[src/rtl/m68k_bus_arbiter.sv]
`timescale 1ns/1ps
// m68k_bus_arbiter: hands the 68000 bus between the Pi bus-cycle FSM and external masters (BR_n/BG_n/BGACK_n).
// Define M68K_ARB_WDOG_EN to build the external-tenure watchdog behind wdog_flag.
module m68k_bus_arbiter #(
  parameter int unsigned SYNC_STAGES    = 2,
  parameter int unsigned MIN_OWN_CYCLES = 4,
  parameter int unsigned WDOG_CYCLES    = 65535
) (
  input  logic       PI_CLK,
  input  logic       reset,
  input  logic       M68K_CLK,
  input  logic       M68K_BR_n,
  input  logic       M68K_BGACK_n,
  input  logic       M68K_AS_n_in,
  input  logic       op_req,
  input  logic       cycle_active,
  output logic       M68K_BG_n,
  output logic       pi_bus_avail,
  output logic       drive_en,
  output logic       ext_master,
  output logic [2:0] arb_state,
  output logic       wdog_flag
);
  localparam int unsigned HOLD_W = (MIN_OWN_CYCLES < 1) ? 1 : $clog2(MIN_OWN_CYCLES + 1);

  typedef enum logic [2:0] {
    OWN     = 3'd0,
    DRAIN   = 3'd1,
    GRANT   = 3'd2,
    EXT     = 3'd3,
    RECLAIM = 3'd4
  } state_t;

  if (SYNC_STAGES < 1 || WDOG_CYCLES < 1 || WDOG_CYCLES > 65535) begin : g_param_check
    $error("m68k_bus_arbiter: SYNC_STAGES or WDOG_CYCLES out of range");
  end

  state_t                 state;
  logic [2:0]             clk_sync;
  logic [SYNC_STAGES-1:0] br_sync;
  logic [SYNC_STAGES-1:0] bgack_sync;
  logic [SYNC_STAGES-1:0] as_sync;
  logic [HOLD_W-1:0]      holdoff;
  logic                   fall;
  logic                   br;
  logic                   bgack;
  logic                   as_act;

  // Synchronizers; the bus-side strobes idle high.
  always_ff @(posedge PI_CLK) begin
    if (reset) begin
      clk_sync   <= '0;
      br_sync    <= '1;
      bgack_sync <= '1;
      as_sync    <= '1;
    end else begin
      clk_sync      <= {clk_sync[1:0], M68K_CLK};
      br_sync[0]    <= M68K_BR_n;
      bgack_sync[0] <= M68K_BGACK_n;
      as_sync[0]    <= M68K_AS_n_in;
      for (int unsigned i = 1; i < SYNC_STAGES; i++) begin
        br_sync[i]    <= br_sync[i-1];
        bgack_sync[i] <= bgack_sync[i-1];
        as_sync[i]    <= as_sync[i-1];
      end
    end
  end

  assign fall   = clk_sync[2] & ~clk_sync[1];
  assign br     = ~br_sync[SYNC_STAGES-1];
  assign bgack  = ~bgack_sync[SYNC_STAGES-1];
  assign as_act = ~as_sync[SYNC_STAGES-1];

  // Arbitration FSM, advanced only on M68K_CLK falling edges.
  always_ff @(posedge PI_CLK) begin
    if (reset) begin
      state   <= OWN;
      holdoff <= '0;
    end else if (fall) begin
      case (state)
        OWN: begin
          if (holdoff != '0) holdoff <= holdoff - HOLD_W'(1);
          // An unrequested BGACK means someone already owns the bus.
          if (bgack) state <= EXT;
          else if (br && (holdoff == '0 || !op_req)) state <= DRAIN;
        end
        DRAIN: begin
          if (bgack) state <= EXT;
          else if (!br) state <= OWN;
          else if (!cycle_active) state <= GRANT;
        end
        GRANT: begin
          if (bgack) state <= EXT;
          else if (!br) state <= RECLAIM;
        end
        EXT: begin
          if (!bgack) state <= br ? GRANT : RECLAIM;
        end
        RECLAIM: begin
          if (!as_act) begin
            state   <= OWN;
            holdoff <= HOLD_W'(MIN_OWN_CYCLES);
          end
        end
        default: state <= OWN;
      endcase
    end
  end

  // Outputs decode the state register one PI_CLK later.
  always_ff @(posedge PI_CLK) begin
    if (reset) begin
      M68K_BG_n    <= 1'b1;
      pi_bus_avail <= 1'b1;
      drive_en     <= 1'b1;
      ext_master   <= 1'b0;
      arb_state    <= 3'd0;
    end else begin
      M68K_BG_n    <= (state != GRANT);
      pi_bus_avail <= (state == OWN);
      drive_en     <= (state == OWN) || (state == DRAIN);
      ext_master   <= (state == GRANT) || (state == EXT) || (state == RECLAIM);
      arb_state    <= 3'(state);
    end
  end

`ifdef M68K_ARB_WDOG_EN
  localparam int unsigned WDOG_W = 16;
  logic [WDOG_W-1:0] wdog_cnt;

  // Tenure counter restarts on every grant, including a chained one.
  always_ff @(posedge PI_CLK) begin
    if (reset) begin
      wdog_cnt  <= '0;
      wdog_flag <= 1'b0;
    end else if (state != GRANT && state != EXT) begin
      wdog_cnt <= '0;
    end else if (fall) begin
      if (state == EXT && !bgack && br) begin
        wdog_cnt <= '0;
      end else if (wdog_cnt != WDOG_W'(WDOG_CYCLES)) begin
        wdog_cnt <= wdog_cnt + WDOG_W'(1);
        if (wdog_cnt == WDOG_W'(WDOG_CYCLES - 1)) wdog_flag <= 1'b1;
      end
    end
  end
`else
  assign wdog_flag = 1'b0;
`endif

endmodule

[config.mk]
export PLATFORM = sky130hd
export DESIGN_NAME = m68k_bus_arbiter
export DESIGN_NICKNAME = d
export VERILOG_FILES = /design/src/rtl/m68k_bus_arbiter.sv
export SDC_FILE = /design/constraint.sdc
export NUM_CORES = 1
export LEC_CHECK = 0
export BUFFER_PORTS_ARGS = -buffer_cell sky130_fd_sc_hd__buf_2
export CAP_MARGIN = 10
export CORE_MARGIN = 8
export CORE_UTILIZATION = 47
export DETAILED_ROUTE_END_ITERATION = 10
export GPL_ROUTABILITY_DRIVEN = 0
export PLACE_DENSITY = 0.79
export SYNTH_ARGS = -nofsm -noshare
export SYNTH_HDL_FRONTEND = slang
export SYNTH_SLANG_ARGS = --single-unit
[constraint.sdc]
create_clock -name PI_CLK -period 1.4 [get_ports PI_CLK]
set_clock_uncertainty 0.05 [all_clocks]
set_input_delay 0.14 -clock PI_CLK [delete_from_list [all_inputs] [get_ports PI_CLK]]
set_output_delay 0.14 -clock PI_CLK [all_outputs]
set_load 0.05 [all_outputs]
==> Word level (Yosys, flattened, before mapping) <==
Index checks and enable logic that the tools add are counted.
{ "word_totals": {"reg_bits": 22, "out_inout_bits": 8} }
{ "op_classes": {"n_addsub": 1, "eq_ne": 11, "mux": 14, "bitwise": 3, "n_reduce_logical": 12} }
{ "ops": {"columns": ["operator", "n"], "rows": [
  ["3-bit two-way mux", 12],
  ["3-bit case mux with 5 select lines", 1],
  ["3-bit by 2-bit equality test with 1-bit output, second input constant", 2],
  ["3-bit zero test", 2],
  ["2-bit != test, second input constant", 3],
  ["3-bit != test, second input constant", 2],
  ["3-bit case mux with 2 select lines", 1],
  ["6-bit AND reduction", 1],
  ["1-bit logical OR", 4],
  ["4-bit != test, second input constant", 1],
  ["4-bit AND reduction", 1],
  ["3-bit by 1-bit equality test with 1-bit output, second input constant", 1],
  ["3-bit equality test, second input constant", 1],
  ["3-bit by 2-bit != test with 1-bit output, second input constant", 1],
  ["3-bit nonzero test", 1],
  ["3-bit by 1-bit subtractor with 3-bit output, second input constant", 1],
  ["1-bit inverter", 2],
  ["2-bit nonzero test", 1],
  ["1-bit AND", 1],
  ["1-bit logical AND", 1],
  ["1-bit zero test", 1]
]} }

==> Logic depth before layout (Yosys ltp) <==
Gate-level depths: netlist (run 1).
{ "depth": {"depth_word": 6, "ltp_mapped": 6} }

==> Worst setup path after synthesis (run 1) <==
Ideal clock, no wire load.
{ "synth_path": {"kind": "reg-to-reg", "start": "register state[0]", "end": "register holdoff[1]", "setup_time_ns": 0.065, "t_arrival_ns": 1.231, "required_ns": 1.285, "slack_ns": 0.054, "path_stages_with_launch": 6, "path_buffers": 1, "synth_period_minus_slack_ns": 1.346, "cell_sequence": "dfxtp_1 buf_6 or4b_4 nor4_1 a21oi_1 nor2_1"} }
{ "synth_between": {"elab_chain_len": 3, "word_cells_on_any_way": 7, "classes_between": "eq/ne: 3; mux: 1; reduce/logical: 3"} }
{ "synth_lines": {"columns": ["item", "line", "text"], "rows": [
  ["start, declared", "38", "state_t state;"],
  ["start signal, assigned", "97", "if (!bgack) state <= br ? GRANT : RECLAIM;"],
  ["3-bit equality test or 3-bit zero test (tied branches)", "80", "case (state)"],
  ["2-bit != test (no source line) or 2-bit nonzero test (tied branches)", null, null],
  ["4-bit AND reduction (no source line)", null, null],
  ["end signal, assigned", "82", "if (holdoff != '0) holdoff <= holdoff - HOLD_W'(1);"],
  ["end signal, assigned", "102", "holdoff <= HOLD_W'(MIN_OWN_CYCLES);"],
  ["end, declared", "43", "logic [HOLD_W-1:0] holdoff;"]
]} }
Parallel ways exist; a longest one is shown, timed or not.
A chain may end at the register's enable or synchronous reset.

==> Final worst setup path (run 1) <==
{ "layout_path": {"start": "register state[1]", "end": "register state[1]"} }
{ "layout_between": {"elab_chain_len": 3, "word_cells_on_any_way": 12, "classes_between": "eq/ne: 9; mux: 1; reduce/logical: 2"} }
{ "layout_lines": {"columns": ["item", "line"], "rows": [
  ["3-bit by 1-bit equality test with 1-bit output, or another cell as far along", "80"],
  ["4-bit != test (no source line), or another cell as far along", null],
  ["6-bit AND reduction (no source line)", null]
]} }
Parallel ways exist; a longest one is shown, timed or not.

==> key figures, run 1 <==
Synthesis
  • Synth Area in Simple Gates: 0.281
  • Adder-cell area share of the yosys netlist: 0.0288
  • Largest family of logic cells by synthesized area: simple AND/OR/NAND/NOR gates
  • Sequential share of the synthesized area: 0.506
  • Yosys warning count: 0
  • Synth Area in Compound Gates: 0.128
  • Cell variety after synth: 26
  • Avg Synthesized Cell Area: roughly 9.5 µm²
  • Top-area cell type share of the netlist area: 0.506
  • Syn_nets: between 100 and 150
  • Register bit total from synthesis: 22
  • Post-Syn Area: 870 µm²
  • Multiplexer share of the synthesized area: 0
  • Post-Synth XOR/XNOR Area: 0
  • Synth area leader: dfxtp_1
  • Post-synthesis cell count: 92
  • Synth top area cells: dfxtp_1 51%, nor2b_1 5.0%, a21oi_1 4.6%

Detailed routing
  • Drt wl/cell: roughly 15 µm
  • Final wirelength: ~2200 µm
  • Via/cell ratio: roughly 5.3
  • Post-route DRC: 0
  • First-pass DRT Iterations: 4
  • Detail Route Antenna Nets: 0
  • Routed vias: around 760
  • DRT iter0 DRCs: 27

Cells and area
  • Commonest non-fill, non-tap cell in the layout: dfxtp_1
  • ANT cells: 0
  • Fraction of layout cells with a size suffix above 1: 0.471
  • Nets@finish: 130
  • Most frequent cells in the layout: 17 x dfxtp_1, 14 x buf_2, 9 x buf_4
  • Finished Cell Area: between 1000 and 1500 µm²
  • Area grow syn2layout: 39.7%

Power
  • P per Cell Area: 977 nW/µm²
  • Largest vdd supply drop: ~0.85 mV
  • Leakage power: around 0.48 nW
  • Overall power: about 1.2 mW

Min path
  • Hold path cells: 2
  • HP Class: in -> reg
  • Worst Hold Path EP: holdoff[2]
  • Hold Crit Start: reset

Placement
  • PortBufs: 14
  • HPWL after DPL: 1280 µm
  • Placed Area: approximately 1000 µm²

Global routing
  • Number of global-route vias before repair: 708
  • Gr usage total: 0.116
  • Largest net degree at the start of global routing: 14
  • First-pass GRT wire length: 3150 µm
  • Grt ovf: 0
  • Initial antenna violation count: 0

Timing
  • Worst Setup Slack, final: -0.0296 ns
  • WHS: between 0.04 and 0.05 ns
  • Fin. Hold Viols: 0
  • # setup viols final: 3
  • RSZ-0062 raised after global routing: yes
  • Final max-slew violation count: 0
  • Setup TNS: -0.0451 ns
  • Fmax: ~0.70 GHz
  • Final Critical Period: about 1.4 ns
  • Tcrit/Tclk final: 1.02

Clock tree
  • Worst-path clk slew: ~0.11 ns
  • TritonCTS clock tree: yes
  • Num CTS Buffers: 3
  • Root Buffer: clkbuf_4
  • Clock Latency Late Sink: roughly 0.3 ns
  • Sink Count: 22
  • Worst-case clock buffer depth: 2
  • H-Tree Depth: 1

Worst setup path
  • CP Capture Type: flip-flop
  • Worst r2r dst: state[1]
  • Worst Reg2Reg Path Length in Cells: 4
  • Most numerous cell on the critical path: a21oi_1
  • Worst path slowest cell: dfxtp_4
  • Critical Path AT: 1.58 ns
  • Setup crit start kind: flip-flop
  • Family with the most delay on the worst path: compound AO/OA/AOI/OAI gates
  • Crit-path cells: a21oi_1, a21oi_1, or3_1, o41ai_1
  • Worst path max stage delay: around 0.40 ns
  • FF-to-FF setup slack: -0.03 ns
  • Crit path required time: approximately 1.6 ns
  • Crit-path max FO: 7
  • Worst R2R Start: state[1]
  • Bufs and invs on worst path: 0
  • Critical path class: reg -> reg

Outcome
  • Status: complete, but fails checks
  • Violated checks: setup timing

Run
  • Max-cap violations: 0

Floorplanning
  • Die Footprint: 3480 µm²
  • Row Count: 15
  • # IOs: 16
  • Initial Util: 0.504
  • Core box area: around 1700 µm²
  • Die Ht: between 50 and 60 µm
  • Die width: 59.0 µm
-- worst max-delay path by stage --
stage	from	slack (ns)	end	cells past startpoint
finish	state[1]	-0.03	state[1]	4
detailed placement	holdoff[0]	-0.06	state[0]	6
floorplan	state[0]	0.05	holdoff[1]	5
global placement	state[0]	-0.05	state[1]	4
global route	holdoff[0]	-0.08	state[1]	6
CTS	state[1]	0.006	state[1]	4
-- repair_timing --
action / 4_1_cts / 5_1_grt
pin swaps: 4 / 6
endpoints found under the setup margin: 5 / 5
resized for setup: 13 / 12
setup buffers: 1 / 2
endpoints found under the hold margin: 4 / 0
hold buffers: 4 / 0
-- cell usage after synthesis --
master,instances
nor3_1,1
or4b_4,1
buf_4,1
ha_1,2
nor2b_1,7
nand3_1,1
o41ai_1,2
a211oi_1,2
buf_6,1
nor4_1,3
a21oi_1,8
or2_2,6
nand2b_1,5
o21bai_1,1
nor4b_2,1
inv_1,4
or3b_2,3
conb_1,1
a221oi_1,1
nor2_1,6
or3_1,1
o211ai_1,1
clkbuf_1,3
nand2_1,5
o21ai_0,3
dfxtp_1,22
-- flip-flops by register name, summed over array words and instances (netlist names) --
register / flops
arb_state: 3
clk_sync: 3
holdoff: 3
state: 3
as_sync: 2
bgack_sync: 2
br_sync: 2
M68K_BG_n: 1
drive_en: 1
ext_master: 1
pi_bus_avail: 1
-- cell families after synthesis --
group	count (synthesis)
DFF	22
adders and majority gates	2
and+or+nand+nor	40
AOI/OAI and AO/OA	18
other	1
buffers and inverters	9
-- power by group --
| part | switching [mW] | total [mW] | internal (mW) |
|---|---|---|---|
| combinational | 0.0340 | 0.0691 | 0.0351 |
| sequential | 0.00974 | 0.645 | 0.635 |
| clock | 0.184 | 0.473 | 0.289 |
| total | 0.227 | 1.19 | 0.959 |
-- per-stage QoR --
stage	utilization	std cells	setup WS, ns
finish	0.704	144	-0.0296
global route	0.704	144	-0.0799
CTS	0.654	142	0.00621
detailed placement	0.575	133	-0.0600
global placement	0.575	133	-0.0471
floorplan	-	92	0.0541
-- worst register-to-register path, stage by stage, from the launching register on --
cell	delay (ns)
dfxtp_4	0.40
a21oi_1	0.15
a21oi_1	0.05
or3_1	0.31
o41ai_1	0.37
-- layer usage --
metal | vias to the layer above | wire length [µm] | part of all wire | track usage
li1 | 366 | - | - | -
met2 | 36 | 1120 | 0.50 | 0.195
met3 | 4 | 170 | 0.077 | 0.0607
met4 | 0 | 19 | 0.0086 | 0.0239
met5 | - | 0 | 0 | 0
met1 | 352 | 911 | 0.41 | 0.126
-- cell type report --
type                       instances  area (µm²)
fill                             125         512
timing repair buffer              28         189
multi-input combinational         61         475
clock buffer                       3        22.5
sequential                        22         452
tap                               25        31.3
inverter                           4        15.0
clock inverter                     1        30.0
Power figures use the tool's default switching activity.
==> run 2, diff against run 1 <==
- MAX_ROUTING_LAYER: default -> met4
- SLEW_MARGIN: default -> 20
- TNS_END_PERCENT: default -> 10
==> run 2 against run 1 <==
  * The flow still finishes with violations (setup timing)
  * Flip-flop and latch count stayed put
  * Maximum frequency is 0.20% higher
  * Clock-buffer cell count stayed put
  * Combinational power is 2% higher
  * Critical path depth is 2 higher
  * Via count is 0.53% lower
  * Routed wire length is 4.8% lower
  * Largest cell class unchanged
  * Largest power group unchanged
==> key figures, run 2 (same netlist as run 1, synthesis figures left out) <==
Worst setup path
  • Crit-path cells: inv_2, ha_4, nand2b_1, a211oi_2, a211oi_2, o41ai_2
  • Critical path class: reg -> reg
  • Worst path max stage delay: 0.35 ns
  • Most numerous cell on the critical path: a211oi_2
  • Worst Reg2Reg Path Length in Cells: 6
  • Worst path slowest cell: dfxtp_2
  • Worst r2r dst: state[0]
  • Crit path required time: ~1.5 ns
  • Crit-path max FO: 2
  • Critical Path AT: 1.57 ns
  • FF-to-FF setup slack: -0.03 ns
  • Setup crit start kind: flip-flop
  • Worst R2R Start: holdoff[1]
  • CP Capture Type: flip-flop

Timing
  • Final max-slew violation count: 0
  • Fmax: between 0.7 and 0.8 GHz
  • # setup viols final: 2
  • Tcrit/Tclk final: 1.02
  • WHS: ~0.035 ns
  • Worst Setup Slack, final: -0.0268 ns
  • RSZ-0062 raised after global routing: yes
  • Fin. Hold Viols: 0
  • Final Critical Period: between 1 and 1.5 ns

Floorplanning
  • Die Footprint: 3480 µm²
  • Die width: just under 60 µm
  • Core box area: 1730 µm²
  • Initial Util: 0.504
  • # IOs: 16
  • Row Count: 15
  • Die Ht: between 50 and 60 µm

Cells and area
  • Most frequent cells in the layout: 17 x dfxtp_1, 14 x buf_2, 9 x buf_4
  • Commonest non-fill, non-tap cell in the layout: dfxtp_1
  • Non-filler cells, final: around 140
  • Fraction of layout cells with a size suffix above 1: 0.466
  • ANT cells: 0
  • Area grow syn2layout: 39.7%
  • Nets@finish: around 130

Global routing
  • Number of global-route vias before repair: 666
  • Initial antenna violation count: 0
  • Gr usage total: 0.111
  • First-pass GRT wire length: just under 3000 µm
  • Grt ovf: 0
  • Largest net degree at the start of global routing: 14

Placement
  • PortBufs: 14
  • Pre-CTS setup slack: -0.0600 ns
  • HPWL after DPL: roughly 1300 µm
  • Placed Cells: ~130

Detailed routing
  • Final wirelength: between 2000 and 2500 µm
  • Post-route DRC: 0
  • DRT iter0 DRCs: 17
  • Via/cell ratio: around 5.3
  • First-pass DRT Iterations: 5
  • Detail Route Antenna Nets: 0
  • Drt wl/cell: between 10 and 15 µm
  • Routed vias: approximately 750

Power
  • P per Cell Area: 982 nW/µm²
  • Leakage power: slightly below 0.5 nW
  • Largest vdd supply drop: roughly 0.73 mV

Outcome
  • Status: complete, but fails checks
  • Violated checks: setup timing

Clock tree
  • Clock Latency Late Sink: 0.30 ns
  • Worst-path clk slew: 0.12 ns
  • TritonCTS clock tree: yes
  • Worst-case clock buffer depth: 2
  • Sink Count: 22
  • Num CTS Buffers: 3
  • H-Tree Depth: 1
  • Root Buffer: clkbuf_4

Min path
  • HP Class: in -> reg
  • Hold Crit Start: reset
  • Hold path cells: 2
  • Worst Hold Path EP: holdoff[2]

Run
  • Max-cap violations: 0
==> run 2: cell types whose count changed in the layout (fill, tap and decap cells not counted), sizes merged <==
cell / previous run / this run
buf: 24 / 23
==> run 2: area by class of cell <==
type	instances	area, µm²
fillers	125	512
multi-input cells	61	487
flip-flops and latches	22	452
repair buffers	27	178
well taps	25	31.3
clock inverters	1	30.0
clock buffers	3	22.5
inverters	4	15.0
==> run 2: where the power goes <==
part / leakage (nW) / switching [mW] / internal [mW]
clock: 0.0279 / 0.189 / 0.289
combinational: 0.271 / 0.0344 / 0.0359
sequential: 0.182 / 0.00979 / 0.635
total: 0.480 / 0.233 / 0.960
==> run 2: stage by stage <==
step | power (mW) | utilization | cell area, µm² | TNS, ns
after floorplan | 0.697 | - | 870 | 0
after global placement | 0.711 | 0.575 | 993 | -0.0476
after detailed placement | 0.713 | 0.575 | 993 | -0.187
after CTS | 1.19 | 0.630 | 1090 | -0.162
after global routing | 1.23 | 0.704 | 1210 | -0.293
final | 1.19 | 0.704 | 1210 | -0.0455
==> run 2: metal layers <==
metal | share of wire | wire length [µm] | global-route usage
met3 | 0.071 | 149 | 0.0477
met2 | 0.51 | 1080 | 0.179
met4 | 0.024 | 51 | 0.0239
met5 | 0 | 0 | -
met1 | 0.39 | 831 | 0.125
==> run 2: worst max path at each step <==
stage,cells after the start,slack [ns],start,endpoint
after floorplan,5,0.05,state[0],holdoff[1]
after global placement,4,-0.05,state[0],state[1]
after detailed placement,6,-0.06,holdoff[0],state[0]
after CTS,6,-0.07,holdoff[0],state[1]
after global routing,6,-0.1,holdoff[1],state[0]
final,6,-0.03,holdoff[1],state[0]
==> run 2: critical path: cells and delay by family, from the launching register on <==
kind	cells	cell delay, ns
compound gates	3	0.63
simple gates	1	0.09
buf+inv	1	0.08
fa+ha+maj	1	0.13
flops	1	0.35
==> run 2: what timing repair did <==
action	CTS	global route
endpoints found under the setup margin	5	6
hold endpoints to repair	4	0
resized for setup	1	26
setup buffers	0	2
hold buffers	4	0
pin swaps	1	9
==> run 3, diff against run 2 <==
- BUFFER_PORTS_ARGS: -buffer_cell sky130_fd_sc_hd__buf_2 -> default
- CORE_UTILIZATION: 47 -> 52
- DONT_BUFFER_PORTS: default -> 1
- GPL_ROUTABILITY_DRIVEN: 0 -> 1
- PLACE_DENSITY: 0.79 -> 0.77
==> run 3 against run 2 <==
  * The run still ends with setup timing left
  * Utilization rose by 7.4 points
  * Via count down 2.8%
  * Critical path depth is 3 lower
  * Register-to-register slack gained 0.02 ns
==> key figures, run 3 (same netlist as run 1, synthesis figures left out) <==
Worst setup path
  • Worst r2r dst: holdoff[0]
  • Crit-path max FO: 10
  • Critical path class: in -> reg
  • FF-to-FF setup slack: -0.01 ns
  • Worst setup path endpoint: state[1]
  • Setup crit start kind: input pin
  • Crit path required time: between 1.5 and 2 ns
  • Worst R2R Start: state[0]
  • Worst Reg2Reg Path Length in Cells: 4
  • Critical path startpoint: reset
  • CP Capture Type: flip-flop
  • Critical Path AT: about 1.6 ns

Clock tree
  • TritonCTS clock tree: yes
  • Clock Latency Late Sink: approximately 0.31 ns
  • Worst-case clock buffer depth: 2
  • Sink Count: 22
  • H-Tree Depth: 1
  • Root Buffer: clkbuf_4
  • Worst-path clk slew: 0.11 ns
  • Num CTS Buffers: 3

Cells and area
  • Finished Cell Area: between 1000 and 1500 µm²
  • Register area: 449 µm²
  • Filler cells: a little under 100
  • Multi-input gate area: roughly 450 µm²
  • Most frequent cells in the layout: 17 x dfxtp_1, 12 x dlygate4sd3_1, 12 x buf_4
  • Nets@finish: 126
  • Commonest non-fill, non-tap cell in the layout: dfxtp_1
  • ANT cells: 0
  • Non-filler cells, final: 131
  • Area grow syn2layout: 37.8%
  • Fraction of layout cells with a size suffix above 1: 0.374

Global routing
  • Grt ovf: 0
  • Number of global-route vias before repair: approximately 740
  • Gr usage total: 0.132
  • Initial antenna violation count: 0
  • First-pass GRT wire length: about 3400 µm
  • Largest net degree at the start of global routing: 14

Floorplanning
  • Die width: 56.9 µm
  • Row Count: 14
  • Initial Util: 0.564
  • Die Ht: 56.9 µm
  • Core box area: approximately 1500 µm²
  • # IOs: 16
  • Die Footprint: between 3000 and 4000 µm²

Timing
  • Tcrit/Tclk final: 1.02
  • Fin. Hold Viols: 0
  • Slew @ Worst Pin: ~0.51 ns
  • Final Critical Period: about 1.4 ns
  • Worst Setup Slack, final: -0.0255 ns
  • Fmax: ~0.70 GHz
  • # setup viols final: 4
  • RSZ-0062 raised after global routing: yes
  • Slew margin rel.: 0.659
  • WHS: a little under 0.2 ns
  • Final max-slew violation count: 0

Power
  • Sequential power share: 0.544
  • Leakage power: between 0.4 and 0.5 nW
  • Comb pwr share: 0.054
  • Largest vdd supply drop: around 0.79 mV
  • NetSw: 225 µW
  • Int Power: ~960 µW
  • Overall power: ~1.2 mW
  • Sw Ratio: 0.189
  • P per Cell Area: between 900 and 1000 nW/µm²
  • Share of total power in the clock network: 0.402

Detailed routing
  • First-pass DRT Iterations: 4
  • Post-route DRC: 0
  • Met3 wire len: ~120 µm
  • Highest routed layer: met4
  • Detail Route Antenna Nets: 0
  • DRT iter0 DRCs: 32
  • Via/cell ratio: 5.60
  • Drt wl/cell: ~16 µm
  • DRT met1 WL: 836 µm
  • Routed wl met2: around 1100 µm
  • Final wirelength: roughly 2100 µm
  • Routed vias: ~730

Placement
  • Placed Cells: 114
  • PortBufs: 0
  • Pre-CTS setup slack: -0.0556 ns
  • HPWL after DPL: about 1300 µm
  • Gpl congestion: roughly 0.83
  • Placed Area: 942 µm²

Outcome
  • Status: complete, but fails checks
  • Violated checks: setup timing

Run
  • Max-cap violations: 0

Min path
  • HP Class: in -> reg
[run 3: changes by cell type in the layout (fill, tap and decap cells not counted), moves of 2 or more]
cell           previous run  this run
o41ai_2                   2         0
buf_2                    14         0
o41ai_1                   0         2
buf_4                     9        12
dlygate4sd3_1             4        12
[run 3: layer usage]
| layer | up-vias | GRT usage |
|---|---|---|
| met1 | 337 | 0.149 |
| li1 | 358 | - |
| met4 | 0 | 0.0671 |
| met5 | - | - |
| met2 | 31 | 0.212 |
| met3 | 7 | 0.0315 |
[run 3: through the flow]
step                setup TNS (ns)   util
CTS                              0  0.759
floorplan                        0      -
finish                     -0.0563  0.778
global route                -0.384  0.778
global placement           -0.0470  0.611
detailed placement          -0.124  0.611
[run 3: power by group through the flow]
| stage | combinational (mW) | sequential [mW] | clock [mW] |
|---|---|---|---|
| after floorplan | 0.0378 | 0.659 | 0 |
| after global placement | 0.0321 | 0.662 | 0 |
| after detailed placement | 0.0328 | 0.662 | 0 |
| after CTS | 0.0608 | 0.647 | 0.483 |
| after global routing | 0.0681 | 0.650 | 0.510 |
| final | 0.0640 | 0.647 | 0.478 |
[run 3: worst min path at each step]
stage                 startpoint  slack (ns)           to  cells after the start
floorplan           M68K_AS_n_in        0.19   as_sync[0]                      1
global placement           reset        0.16   ext_master                      1
detailed placement         reset        0.17  clk_sync[2]                      1
CTS                       op_req        0.20     state[0]                      3
global route              op_req        0.21     state[0]                      3
finish                    op_req        0.19     state[1]                      3
[run 3: layout make-up]
class                   instances  share of cell area
clock buffers                   3              0.0188
clock inverters                 1              0.0251
inverters                       4              0.0125
multi-input cells              61               0.377
flip-flops and latches         22               0.375
well taps                      16              0.0167
repair buffers                 24               0.175
[run 3: worst max-delay path, cell delays in order]
cell,delay [ns]
dlygate4sd3_1,0.70
or3_1,0.41
o41ai_1,0.34
[run 3: repair_timing]
action	4_1_cts	5_1_grt
endpoints found under the hold margin	21	0
setup buffers	1	0
gates cloned	0	0
hold buffers	12	0
pin swaps	4	4
endpoints found under the setup margin	6	6
gates resized for setup	15	5
